<file path="src/rtl/cpu_pkg.sv">
// cpu_pkg: shared control-unit opcodes, LSU state/size types and the memory-op size decoder
package cpu_pkg;
  typedef enum logic [5:0] {
    CU_NOP = 6'h00, CU_ADD = 6'h01, CU_SUB = 6'h02,
    CU_LB  = 6'h10, CU_LH  = 6'h11, CU_LW  = 6'h12, CU_LBU = 6'h13, CU_LHU = 6'h14,
    CU_SB  = 6'h18, CU_SH  = 6'h19, CU_SW  = 6'h1A
  } cu_op_t;
  typedef enum logic [1:0] {IDLE, BUSY, DONE} lsu_state_t;
  typedef enum logic [1:0] {SZ_B, SZ_H, SZ_W} lsu_size_t;
  typedef struct packed {
    logic      mem;
    logic      load;
    logic      sgn;
    lsu_size_t size;
  } lsu_dec_t;
  function automatic lsu_dec_t lsu_decode(input logic [5:0] op);
    lsu_dec_t d;
    case (op)
      CU_LB:   d = '{1'b1, 1'b1, 1'b1, SZ_B};
      CU_LH:   d = '{1'b1, 1'b1, 1'b1, SZ_H};
      CU_LW:   d = '{1'b1, 1'b1, 1'b1, SZ_W};
      CU_LBU:  d = '{1'b1, 1'b1, 1'b0, SZ_B};
      CU_LHU:  d = '{1'b1, 1'b1, 1'b0, SZ_H};
      CU_SB:   d = '{1'b1, 1'b0, 1'b0, SZ_B};
      CU_SH:   d = '{1'b1, 1'b0, 1'b0, SZ_H};
      CU_SW:   d = '{1'b1, 1'b0, 1'b0, SZ_W};
      default: d = '{1'b0, 1'b0, 1'b0, SZ_W};
    endcase
    return d;
  endfunction
endpackage

</file>
<file path="src/rtl/lsu_lane_align.sv">
// lsu_lane_align: byte enables, store-data replication and load-data lane shift for the LSU
module lsu_lane_align
  import cpu_pkg::*;
(
  input  lsu_size_t   sz,
  input  logic [1:0]  addr,
  input  logic [31:0] sd,
  input  logic [31:0] rd,
  output logic [3:0]  be,
  output logic [31:0] wdata,
  output logic [31:0] rdata
);
  assign be    = sz == SZ_B ? 4'b0001 << addr : sz == SZ_H ? 4'b0011 << {addr[1], 1'b0} : 4'b1111;
  assign wdata = sz == SZ_B ? {4{sd[7:0]}} : sz == SZ_H ? {2{sd[15:0]}} : sd;
  assign rdata = sz == SZ_B ? rd >> {addr, 3'b000} : sz == SZ_H ? rd >> {addr[1], 4'b0000} : rd;
endmodule

</file>
<file path="src/rtl/load_store_unit.sv">
// load_store_unit: req/ack data-memory stage with core stall; LSU_MISALIGN_TRAP_EN enables misalign trapping
module load_store_unit
  import cpu_pkg::*;
#(
  parameter int ADDR_W = 32,
  parameter int DATA_W = 32
) (
  input  logic              clk,
  input  logic              nRST,
  input  logic              memStart,
  input  logic [5:0]        cuOP,
  input  logic [ADDR_W-1:0] aluOut,
  input  logic [DATA_W-1:0] storeData,
  output logic [ADDR_W-1:0] busAddr,
  output logic [DATA_W-1:0] busWData,
  output logic [3:0]        busByteEn,
  output logic              busRen,
  output logic              busWen,
  input  logic              busAck,
  input  logic [DATA_W-1:0] busRData,
  output logic [DATA_W-1:0] memload,
  output logic              memValid,
  output logic              stall,
  output logic              misalign
);
  lsu_state_t  state;
  lsu_size_t   size_q, size_sel;
  lsu_dec_t    dec;
  logic [1:0]  a_q, a_sel;
  logic [3:0]  be;
  logic [31:0] wd, rd_al;
  logic        start, mis, mis_q, unused_sgn;
  assign dec        = lsu_decode(cuOP);
  assign unused_sgn = dec.sgn;
  assign start      = state == IDLE && memStart && dec.mem;
  assign stall      = start || state == BUSY;
  assign misalign   = mis_q;
  // Aligner sees live inputs when launching and the captured lane/size while waiting for read data
  assign size_sel   = state == IDLE ? dec.size : size_q;
  assign a_sel      = state == IDLE ? aluOut[1:0] : a_q;
`ifdef LSU_MISALIGN_TRAP_EN
  assign mis = (dec.size == SZ_H && aluOut[0]) || (dec.size == SZ_W && |aluOut[1:0]);
`else
  assign mis = 1'b0;
`endif
  lsu_lane_align u_align (
    .sz(size_sel), .addr(a_sel), .sd(storeData), .rd(busRData),
    .be(be), .wdata(wd), .rdata(rd_al)
  );
  always_ff @(posedge clk)
    if (nRST) begin
      state     <= IDLE;
      size_q    <= SZ_B;
      a_q       <= 2'b00;
      busAddr   <= '0;
      busWData  <= '0;
      busByteEn <= 4'b0000;
      busRen    <= 1'b0;
      busWen    <= 1'b0;
      memload   <= '0;
      memValid  <= 1'b0;
      mis_q     <= 1'b0;
    end else
      case (state)
        IDLE:
          if (start) begin
            size_q <= dec.size;
            a_q    <= aluOut[1:0];
            if (mis) begin
              state    <= DONE;
              memValid <= 1'b1;
              mis_q    <= 1'b1;
              memload  <= '0;
            end else begin
              state     <= BUSY;
              busAddr   <= {aluOut[ADDR_W-1:2], 2'b00};
              busWData  <= wd;
              busByteEn <= be;
              busRen    <= dec.load;
              busWen    <= !dec.load;
            end
          end
        BUSY:
          if (busAck) begin
            state    <= DONE;
            memValid <= 1'b1;
            busRen   <= 1'b0;
            busWen   <= 1'b0;
            if (busRen) memload <= rd_al;
          end
        default: begin
          state    <= IDLE;
          memValid <= 1'b0;
          mis_q    <= 1'b0;
        end
      endcase
endmodule

</file>
<file path="config.mk">
export PLATFORM = sky130hd
export DESIGN_NAME = load_store_unit
export DESIGN_NICKNAME = d
export VERILOG_FILES = /design/src/rtl/cpu_pkg.sv /design/src/rtl/lsu_lane_align.sv /design/src/rtl/load_store_unit.sv
export SDC_FILE = /design/constraint.sdc
export NUM_CORES = 1
export LEC_CHECK = 0
export ABC_AREA = 1
export CAP_MARGIN = 25
export CORE_UTILIZATION = 45
export CTS_CLUSTER_DIAMETER = 80
export DETAILED_ROUTE_END_ITERATION = 8
export HOLD_SLACK_MARGIN = 0.08
export PLACE_DENSITY = 0.82
export SLEW_MARGIN = 20
export SYNTH_ARGS = -nofsm -noshare
export SYNTH_HDL_FRONTEND = slang
export SYNTH_HIERARCHICAL = 1
export SYNTH_SLANG_ARGS = --single-unit
</file>
<file path="constraint.sdc">
create_clock -name clk -period 2.3 [get_ports clk]
set_clock_uncertainty 0.05 [all_clocks]
set_input_delay 0.46 -clock clk [delete_from_list [all_inputs] [get_ports clk]]
set_output_delay 0.46 -clock clk [all_outputs]
set_load 0.02 [all_outputs]
</file>
== After elaboration in Yosys (flattened, before gate mapping) ==
Memory sizes are Yosys's and may differ from the RTL's.
Cells that the tools add are included.
Word-level totals
  bits of input ports: 106
  output and inout bits: 105
  bits in read-only memories: 160
  memories: 1
  register bits: 107
Memory list
  (name not given): words 32, width 5, rd ports 1, clocked after Yosys merged registers in 0, wr ports 0, line cpu_pkg.sv:18  | case (op)
Operators by class
  equality and inequality tests: 4
  multiplexer cells: 19
  shifts and indexed selects: 4
  bitwise gates (word level): 1
  reductions and logical operators: 12
Operators with widths (count)
  $mux 32: 4
  $shr 32x5->32: 2
  $mux 2: 4
  $mux 4: 2
  $pmux 1 s2: 3
  $reduce_and 2->1: 3
  $reduce_and 3->1: 2
  $mux 5: 1
  $eq 2x1->1 const B: 2
  $logic_not 2->1: 2
  $mux 1: 4
  $ne 2x2->1 const B: 2
  $pmux 2 s2: 1
  $shl 1x2->4 const A: 1
  $shl 2x2->4 const A: 1
  $logic_and 1x1->1: 2
  $reduce_bool 2->1: 1
  $logic_not 1->1: 1
  $logic_or 1x1->1: 1
  $not 1->1: 1

== Logic depth before layout (Yosys ltp) ==
An unclocked memory read counts as a cell.
  depth in word-level cells: 6
  depth in mapped cells: 15

== Hierarchy ==
Netlist, hierarchy kept.
Modules (own cells, without submodules)
  load_store_unit: area an instance 3893.7 um2, cells an instance 500, times used 1
  lsu_lane_align: area an instance 1652.8 um2, cells an instance 349, times used 1

== Worst setup path before layout ==
No wires, ideal clock.
  path kind: input-to-reg
  from: input cuOP[5]
  to: register memload[14]
  required time: 2.134 ns
  arrival: 1.880 ns
  path buffers: 1
  slack: 0.254 ns
  stages on the path: 15
  cell sequence: inv_1 > nand2_1 > inv_1 > nand2_1 > a21oi_1 > nand2_1 > o21ai_0 > inv_2 > nor2_4 > buf_6 > nand3_1 > nand3_1 > nand2_1 > o21ai_0 > nor2_1
Between the ends
  longest elaborated chain between the ends: 5
  elaborated cells on any way between the ends: 6
Ends and longest elaborated chain
  start, declared: line load_store_unit.sv:11  | input logic [5:0] cuOP,
  $mux 5 (*): line cpu_pkg.sv:18
  $mux 2 (*): line load_store_unit.sv:39  | assign size_sel = state == IDLE ? dec.size : size_q;
  net size_sel[0]: line load_store_unit.sv:27  | lsu_size_t size_q, size_sel;
  $eq 2x1->1: line lsu_lane_align.sv:15  | assign rdata = sz == SZ_B ? rd >> {addr, 3'b000} : sz == SZ_H ? rd >> {addr[1], 4'b0000} : rd;
  $mux 32: line lsu_lane_align.sv:15
  $mux 32 (*): line lsu_lane_align.sv:15
  net rd_al[14]: line load_store_unit.sv:31  | logic [31:0] wd, rd_al;
  end signal, assigned: line load_store_unit.sv:89  | if (busRen) memload <= rd_al;
  end, declared: line load_store_unit.sv:21  | output logic [DATA_W-1:0] memload,
Mark *: on every way through the listed nets, which the timed path passes. The rest lies on a longest branch.
A chain may end at the register's enable or synchronous reset.

== Worst setup path in the final report ==
  from: input cuOP[0]
  to: output stall
Between the ends
  longest elaborated chain between the ends: 4
Ends and longest elaborated chain
  $mem_v2 32x5
  $mux 5: line cpu_pkg.sv:18
  $logic_and 1x1->1: line load_store_unit.sv:35  | assign start = state == IDLE && memStart && dec.mem;
  $logic_or 1x1->1: line load_store_unit.sv:36  | assign stall = start || state == BUSY;
  end, declared: line load_store_unit.sv:23  | output logic stall,
Every way passes these cells.

==> flow_summary.json <==
{
  "comb_power_share": 0.212,
  "critPathBufInv": 2,
  "hold_ws_ns": 0.426,
  "boundaryPins": 211,
  "diodes": 0,
  "yosys_warnings": 6,
  "vias": 6211,
  "finalSetupViolCount": 0,
  "postSynth.asyncResetShare": 0,
  "grt_setup_unrepaired": "yes",
  "wl_um": 17800,
  "synth.top_cells.by_count": "nor2_1, nand2_1, o21ai_0",
  "htree_levels": 3,
  "r2r_cells": 10,
  "path_max_fanout": 5,
  "hold_class": "flip-flop to flip-flop",
  "drv_slew": 0,
  "drt_pass1_iterations": 5,
  "grt_max_degree": 50,
  "cts_tree": "built",
  "grt_pass1_vias": 5691,
  "syn_area_per_cell_um2": 6.53,
  "drcViolationCount": 0,
  "synth_edf_count": 0,
  "worst_slew_pin_slew_ns": 0.502,
  "power_density_mw_per_mm2": 520,
  "p_total_mw": 4.26,
  "core_region_area_mm2": 0.0120,
  "switching_share": 0.280,
  "outcome": "finished, final reports clean",
  "clk_pin_slew_worst_paths_ns": 0.07,
  "period_share": 0.978,
  "worstSetupPathType": "input pin to primary output",
  "dieArea_mm2": 0.0128,
  "synth_seq_cells": 107,
  "synthFlopType": "dfxtp_1",
  "synth_most_common_cell": "nor2_1",
  "cp-start-kind": "input pin",
  "grt_pass1_wl_um": 28000,
  "p_seq_frac": 0.450,
  "antenna_found_initial": 0,
  "cp-endpoint": "stall",
  "synth_top_area_share": 0.386,
  "power.leakage_nw": 3.46,
  "path_delay_family": "buffers and inverters",
  "worst-path-stages": 5,
  "fin_util": 0.682,
  "vias_per_cell": 5.15,
  "drv_cap": 0,
  "die_h_um": 113,
  "fin_nets": 1161,
  "required_ns": 1.79,
  "worstPathArrival_ns": 1.74,
  "cp-startpoint": "cuOP[0]",
  "clkPwrFrac": 0.337,
  "layout-drive-gt1-share": 0.0962,
  "ctsHoldBuffers": 0,
  "dr.first_iter.drc_count": 596,
  "max_freq_ghz": 0.445,
  "port_buffers": 207,
  "r2r-start": "state[0]$_SDFFE_PP0P_",
  "rows": 40,
  "max-slew-margin-rel": 0.665,
  "fillers": 1066,
  "p_sw_mw": 1.19,
  "grtUsageTotal": 0.278,
  "initial_utilization": 0.462,
  "areaGrowthSynthToFinish_pct": 47.7,
  "place_congestion": 0.939,
  "p_int_mw": 3.07,
  "finalHoldViolCount": 0,
  "syn_inst": 849,
  "cts_sinks": 107,
  "cts_buffers": 9,
  "synthDistinctLibCells": 30,
  "reg2reg_to": "memload[15]$_SDFFE_PP0P_",
  "ir_worst_vdd_mv": 0.316,
  "path_cells": "clkdlybuf4s50_1, o21ai_1, nand3_2, nand2_1, clkdlybuf4s15_1",
  "rrSetupSlack_ns": 0.17,
  "synth_top_cell_by_area": "dfxtp_1",
  "clk_latency_ns": 0.34,
  "hpwl_um": 13000,
  "grt-ovfl-total": 0,
  "multi_input_area_mm2": 0.00281,
  "die_x_um": 113,
  "ys_top_cells_by_area": "dfxtp_1, nor2_1, nand2_1",
  "endpoint_kind": "primary output",
  "fin_crit_ns": 2.25,
  "cts_max_path_buffers": 2,
  "wl_per_cell_um": 14.7,
  "regArea_mm2": 0.00214,
  "place_area_mm2": 0.00782,
  "crit_slowest_cell": "clkdlybuf4s50_1",
  "drtAntennaViolNets": 0,
  "synth_area_mm2": 0.00555,
  "cts_root_buf": "clkbuf_16",
  "slowest_delay_ns": 0.49,
  "design_area_mm2": 0.00819,
  "yosysSeqAreaShare": 0.386
}
-- cell families (layout without fill, tap and decap cells) --
group                  Yosys count  after routing  share of synthesized area
AO/OA/AOI/OAI                  132            132                      0.126
buffers and inverters          114            323                      0.117
flip-flops                     107            107                      0.386
multiplexers                     2              2                    0.00406
other                            1              3                   0.000676
AND/OR/NAND/NOR                493            493                      0.366
-- registers in the layout, summed over array words and instances, names as in the netlist --
register	count
busWData	32
busAddr	30
busRen	1
memload	32
busWen	1
memValid	1
a_q	2
state	2
size_q	2
busByteEn	4
-- worst min-delay path by stage --
stage	from	to	slack (ns)	cells after the start
final	busWen$_SDFFE_PP0P_	busWen$_SDFFE_PP0P_	0.43	2
after global routing	busAddr[13]$_SDFFE_PP0P_	busAddr[13]$_SDFFE_PP0P_	0.45	2
after CTS	busWen$_SDFFE_PP0P_	busWen$_SDFFE_PP0P_	0.43	2
after detailed placement	size_q[0]$_SDFFE_PP0P_	size_q[0]$_SDFFE_PP0P_	0.40	2
after global placement	size_q[0]$_SDFFE_PP0P_	size_q[0]$_SDFFE_PP0P_	0.40	2
after floorplan	size_q[0]$_SDFFE_PP0P_	size_q[0]$_SDFFE_PP0P_	0.38	2
-- layout by cell type, fill, tap and decap left out --
cell type,n
inv_2,5
o21ai_2,3
inv_1,42
nand2_2,4
clkinvlp_4,1
a21oi_2,10
a211oi_1,1
inv_4,2
nor2_4,4
nand2_1,191
o21ai_1,20
buf_8,1
a31oi_4,1
buf_12,10
nand3_4,1
nor3_1,1
nand2_4,1
a21oi_1,3
o21ai_0,93
or2_2,1
mux2_2,2
clkinv_2,3
nand3_1,82
inv_6,2
buf_6,1
clkbuf_1,1
clkbuf_16,9
o211ai_1,1
clkdlybuf4s15_1,1
buf_4,37
dlymetal6s2s_1,1
nand2_8,1
clkdlybuf4s50_1,205
inv_8,2
conb_1,3
nand3_2,1
nor2_1,206
dfxtp_1,107
-- timing repair --
item	in CTS	in global routing
setup endpoints to repair	32	50
pin swaps	1	5
resized for setup	10	27
buffers inserted	3	4
-- tightest hold or removal path, stage by stage, from the launching register on --
cell	delay, ns
dfxtp_1	0.32
nand2_1	0.07
a21oi_2	0.05
-- metal layers --
metal	GRT usage	wire length, um	up-vias
met5	0	0	-
li1	-	-	3085
met1	0.330	7190	2795
met3	0.0600	1390	55
met4	0.138	705	0
met2	0.476	8470	276
-- power groups by stage --
stage	Combinational [mW]	Clock, mW	Sequential [mW]
2_1_floorplan	0.415	0	2.01
3_3_place_gp	0.873	0	1.96
3_5_place_dp	0.877	0	1.96
4_1_cts	0.887	1.47	1.92
5_1_grt	0.984	1.56	1.92
6_report	0.905	1.44	1.92
-- layout make-up --
type                            instances  area share
Multi-Input combinational cell        630       0.342
Timing Repair Buffer                  256       0.315
Sequential cell                       107       0.262
Clock buffer                           10      0.0280
Inverter                               51      0.0258
Tap cell                              147      0.0225
Clock inverter                          6     0.00489
-- stage by stage --
step	std cells	TNS [ns]	setup slack, ns
6_report	1207	0	0.0514
5_1_grt	1207	-0.0340	-0.0227
4_1_cts	1203	0	0.00415
3_5_place_dp	1184	-22.60	-0.491
3_3_place_gp	1184	-16.10	-0.392
2_1_floorplan	851	0	0.254
No activity file was read; power rests on OpenSTA's default activity.
